### src/rtl/sdram_bank_controller.sv
// sdram_bank_controller: open-page single-bank SDRAM sequencer with programmable tRP/tRCD/CL delays
module sdram_bank_controller #(
    parameter int ROW_ADDR_SIZE = 12,
    parameter int COL_ADDR_SIZE = 8,
    parameter int DATA_SIZE = 32,
    parameter int T_RP = 2,
    parameter int T_RCD = 2,
    parameter int T_CL = 2
) (
    input  logic Clk,
    input  logic Reset,
    input  logic ReqValid,
    output logic ReqReady,
    input  logic ReqWrite,
    input  logic [ROW_ADDR_SIZE+COL_ADDR_SIZE-1:0] ReqAddress,
    input  logic [DATA_SIZE-1:0] ReqData,
    output logic RespValid,
    output logic [DATA_SIZE-1:0] RespData,
    output logic [ROW_ADDR_SIZE-1:0] RowAddress,
    output logic ActivateEn,
    output logic PrechargeEn,
    output logic [COL_ADDR_SIZE-1:0] ColAddress,
    output logic WE,
    output logic RE,
    output logic [DATA_SIZE-1:0] Datain,
    input  logic [DATA_SIZE-1:0] BankDataOut
);
    typedef enum logic [2:0] {IDLE, PRECHARGE, ACTIVATE, ACCESS, READ_WAIT} stateT;
    localparam logic [3:0] RP_LAST = 4'(T_RP - 1);
    localparam logic [3:0] RCD_LAST = 4'(T_RCD - 1);
    localparam logic [3:0] CL_LAST = 4'(T_CL - 1);
    stateT state, nextState;
    logic [3:0] count;
    logic rowOpen, capWrite, respPending, handshake, hit, lastCycle;
    logic [ROW_ADDR_SIZE-1:0] reqRow, openRow, capRow, heldRow;
    logic [COL_ADDR_SIZE-1:0] capCol, heldCol;
    logic [DATA_SIZE-1:0] capData, heldData;
    assign reqRow = ReqAddress[ROW_ADDR_SIZE+COL_ADDR_SIZE-1:COL_ADDR_SIZE];
    assign handshake = ReqValid && ReqReady;
    assign hit = rowOpen && reqRow == openRow;
    assign lastCycle = count == 4'd0;

    // State register
    always_ff @(posedge Clk) state <= Reset ? IDLE : nextState;

    // Next-state: timed phases leave when the delay counter reaches zero
    always_comb begin
        nextState = state;
        case (state)
            IDLE:      if (handshake) nextState = hit ? ACCESS : rowOpen ? PRECHARGE : ACTIVATE;
            PRECHARGE: if (lastCycle) nextState = ACTIVATE;
            ACTIVATE:  if (lastCycle) nextState = ACCESS;
            ACCESS:    nextState = capWrite ? IDLE : READ_WAIT;
            READ_WAIT: if (lastCycle) nextState = IDLE;
            default:   nextState = IDLE;
        endcase
    end

    // Outputs: strobes fire on the first cycle of their phase; buses hold their last driven value
    always_comb begin
        ReqReady = !Reset && state == IDLE;
        PrechargeEn = !Reset && state == PRECHARGE && count == RP_LAST;
        ActivateEn = !Reset && state == ACTIVATE && count == RCD_LAST;
        WE = !Reset && state == ACCESS && capWrite;
        RE = !Reset && state == ACCESS && !capWrite;
        RespValid = !Reset && respPending;
        RowAddress = Reset ? '0 : ActivateEn ? capRow : heldRow;
        ColAddress = Reset ? '0 : (WE || RE) ? capCol : heldCol;
        Datain = Reset ? '0 : WE ? capData : heldData;
    end

    // Datapath: delay counter, open-row tracking, request capture and response registers
    always_ff @(posedge Clk) begin
        if (Reset) begin
            count <= '0;
            rowOpen <= 1'b0;
            openRow <= '0;
            respPending <= 1'b0;
            RespData <= '0;
            heldRow <= '0;
            heldCol <= '0;
            heldData <= '0;
            capWrite <= 1'b0;
            capRow <= '0;
            capCol <= '0;
            capData <= '0;
        end else begin
            count <= (nextState == PRECHARGE && state != PRECHARGE) ? RP_LAST :
                     (nextState == ACTIVATE && state != ACTIVATE) ? RCD_LAST :
                     (nextState == READ_WAIT && state != READ_WAIT) ? CL_LAST :
                     lastCycle ? 4'd0 : count - 4'd1;
            respPending <= (state == ACCESS && capWrite) || (state == READ_WAIT && lastCycle);
            if (state == READ_WAIT && lastCycle) RespData <= BankDataOut;
            heldRow <= RowAddress;
            heldCol <= ColAddress;
            heldData <= Datain;
            if (handshake) begin
                capWrite <= ReqWrite;
                capRow <= reqRow;
                capCol <= ReqAddress[COL_ADDR_SIZE-1:0];
                capData <= ReqData;
            end
            if (nextState == PRECHARGE) rowOpen <= 1'b0;
            else if (nextState == ACTIVATE && state != ACTIVATE) begin
                rowOpen <= 1'b1;
                openRow <= handshake ? reqRow : capRow;
            end
        end
    end
endmodule

### config.mk
export PLATFORM = sky130hd
export DESIGN_NAME = sdram_bank_controller
export DESIGN_NICKNAME = d
export VERILOG_FILES = /design/src/rtl/sdram_bank_controller.sv
export SDC_FILE = /design/constraint.sdc
export NUM_CORES = 1
export LEC_CHECK = 0
export CAP_MARGIN = 0
export CORE_MARGIN = 2
export CORE_UTILIZATION = 40
export DETAILED_ROUTE_END_ITERATION = 10
export MAX_ROUTING_LAYER = met4
export PLACE_DENSITY = 0.7
export SLEW_MARGIN = 15
export SYNTH_ARGS = -nofsm -noshare
export SYNTH_HDL_FRONTEND = slang
export SYNTH_SLANG_ARGS = --single-unit
### constraint.sdc
create_clock -name Clk -period 2.61 [get_ports Clk]
set_input_delay 0.6525 -clock Clk [delete_from_list [all_inputs] [get_ports Clk]]
set_output_delay 0.6525 -clock Clk [all_outputs]
set_load 0.005 [all_outputs]
==> flow_summary.toml <==
[run_status]
status = "complete, but fails checks"
violations = "setup timing"

[yosys]
synth-main-ff-cell = "dfxtp_1"
synth-seq-cells = 158
netlist_area_um2 = 6190
muxShareOfSynthArea = 0.0612
synth-simple-area-share = 0.223
synth_top_family_by_area = "simple AND/OR/NAND/NOR gates"
synth-xor-area-share = 0.0198
synth_compound_area_frac = 0.141
synthArstFlopShare = 0
syn_nets = 842
ys_seq_area_frac = 0.511
ys_warn_count = 0
syn-instance-count = 752
synth_edf_count = 0
synth_cell_type_count = 45
avgSynthCellArea_um2 = 8.23
synth_fa_ha_area_frac = 0.00404

[placed_design]
placed_cell_area_um2 = 8340
dpl_worst_slack_ps = -374
numPortBuffers = 177
hpwl_um = 10700
routabilityCongestion = 0.845
post-place-cells = 1104

[sta]
hold_viol = 0
skew_ps = 5.35
tns_ps = -523
maxSlewViolCount = 0
slew_headroom = 0.566
setup_slack_ps = -107
setup_viol = 8
rsz0062_at_grt = "yes"
finalCriticalPeriod_ps = 2720
fin_crit_sh = 1.04
worst_pin_slew_ps = 648
max_freq_mhz = 368

[worst_setup_path]
cp.arrival_ps = 2060
crit_fanout = 10
crit_type = "register to primary output"
start_kind = "register"
cp-end-kind = "primary output"
r2r_setup_slack_ps = 230
cp.required_ps = 1960

[drt]
routed_wl_um = 17100
drtAntennaViolNets = 0
first_pass_iters = 5
viasPerCell = 4.84
drt_iter0_markers = 298
drc_errors = 0
wl_per_cell_um = 14.4
vias = 5731

[floorplan]
die-width_um = 128
start_util = 0.409
dieArea_um2 = 16500
core_area_um2 = 15100
die_y_um = 128
io_pins = 178
rows = 45

[layout]
fin_cells = 1183
layout-drive-gt1-share = 0.242
diodes = 0
stdcell_area_um2 = 9580
nets = 1074
area_growth_pct = 54.8

[power_and_ir_drop]
vdd_drop_max_mv = 0.460
power_per_cell_area_nw_per_um2 = 672
power.leakage_nw = 3.96
power_mw = 6.44

[clock_network]
numCtsBuffers = 17
cts_tree = "built"
cts_buffer_depth = 2
cts_root_buffer = "clkbuf_16"
clk_latency_ps = 410
cts_sinks = 158
cts.clk_slew.worst_paths_ps = 60
htreeDepth = 4

[job]
maxCapViolations = 0

[min_path]
hold_class = "register to register"

[grt]
grt_use_total = 0.211
grt-busiest-layer = "met2"
met2_usage = 0.346
grt_pass1_wl_um = 26900
grt_pass1_vias = 5572
groute.layer.met3.usage = 0.0536
antenna_found_initial = 0
overflow = 0
grt_max_degree = 38
globalRouteMet1Util = 0.255
==> worst max-delay path, stage by stage (launching register included) <==
cell and delay, ps:
dfxtp_2 310, buf_4 160, nor2_2 270, nand3_2 140, buf_6 150, buf_4 130
buf_6 110, mux2i_4 180, nor2_1 90, buf_2 120
==> worst paths after layout <==
check / depth (start not counted) / end / startpoint
setup / recovery: 9 / RowAddress[3] / state[2]
hold / removal: 2 / RespData[8] / RespData[8]
setup reg to reg: 8 / openRow[1] / count[0]
hold reg to reg: 2 / RespData[8] / RespData[8]
==> timing repair <==
| item | CTS | global route |
|---|---|---|
| hold buffers | 0 | 0 |
| gates resized for setup | 224 | 89 |
| hold endpoints to repair | 0 | 0 |
| setup buffers | 37 | 14 |
| endpoints found under the setup margin | 57 | 56 |
| pin swaps | 10 | 11 |
| gates cloned | 2 | 1 |
==> state kept, by name, indices dropped and copies added (netlist names) <==
name         flops
count            4
state            3
RespData        32
openRow         12
rowOpen          1
heldRow         12
capRow          12
capCol           8
heldCol          8
respPending      1
capData         32
capWrite         1
heldData        32
==> layout by cell type (no fill, tap or decap), drive strengths merged, types with 2 or more instances in the layout <==
master,netlist,routed
o21a,3,3
mux2i,21,21
bufinv,0,4
nor4,5,5
nor2,45,45
dlygate4sd2,0,2
o21ai,65,65
nand4,3,3
nor2b,15,15
nand3,4,4
nand2,238,238
mux2,12,12
clkbuf,29,33
clkinv,1,3
buf,23,123
clkdlybuf4s50,0,122
a21oi,88,88
dfxtp,158,158
nor3b,4,4
dlymetal6s2s,0,7
and2,2,2
xnor2,14,14
nor3,3,3
ha,2,2
inv,4,4
==> through the flow <==
stage,hold WS [ps],utilization
2_1_floorplan,436,-
3_3_place_gp,441,0.551
3_5_place_dp,447,0.551
4_1_cts,454,0.616
5_1_grt,471,0.633
6_report,451,0.633
==> layer usage <==
| metal | up-vias | routed length (um) |
|---|---|---|
| li1 | 2931 | - |
| met1 | 2665 | 7420 |
| met2 | 120 | 8600 |
| met3 | 15 | 828 |
| met4 | 0 | 232 |
| met5 | - | 0 |
==> cells by family (layout without fill, tap and decap cells) <==
kind of cell               Yosys count  count (layout)
AOI/OAI and AO/OA                  164             164
xor gates and xnor gates            14              14
adders and majority gates            2               2
buffers and inverters               57             300
DFF                                158             158
muxes                               33              33
and+or+nand+nor                    324             324
==> final cells by class <==
class | count | area, um2
inverter | 5 | 18.8
fill | 1266 | 5560
tap | 188 | 235
clock inverter | 7 | 138
clock buffer | 23 | 458
timing repair buffer | 265 | 2450
sequential | 158 | 3170
multi-input combinational | 537 | 3120
==> synthesized netlist by cell type, drive strengths merged, types with 2 or more instances <==
cell    count  area share
nand2     238        0.15
dfxtp     158        0.51
a21oi      88       0.071
o21ai      65       0.053
nor2       45       0.028
clkbuf     29       0.018
buf        23       0.020
mux2i      21       0.034
nor2b      15       0.015
xnor2      14       0.020
mux2       12       0.027
nor4        5      0.0075
inv         4      0.0024
nand3       4      0.0032
nor3b       4      0.0075
nand4       3      0.0040
nor3        3      0.0032
o21a        3      0.0036
and2        2      0.0020
ha          2      0.0040
==> where the power goes <==
group          internal, mW  switching, mW  total [mW]
Combinational         0.606          0.601        1.21
Clock                  1.61          0.936        2.55
Sequential             2.57          0.111        2.68
Total                  4.79           1.65        6.44
Power figures use the tool's default switching activity.
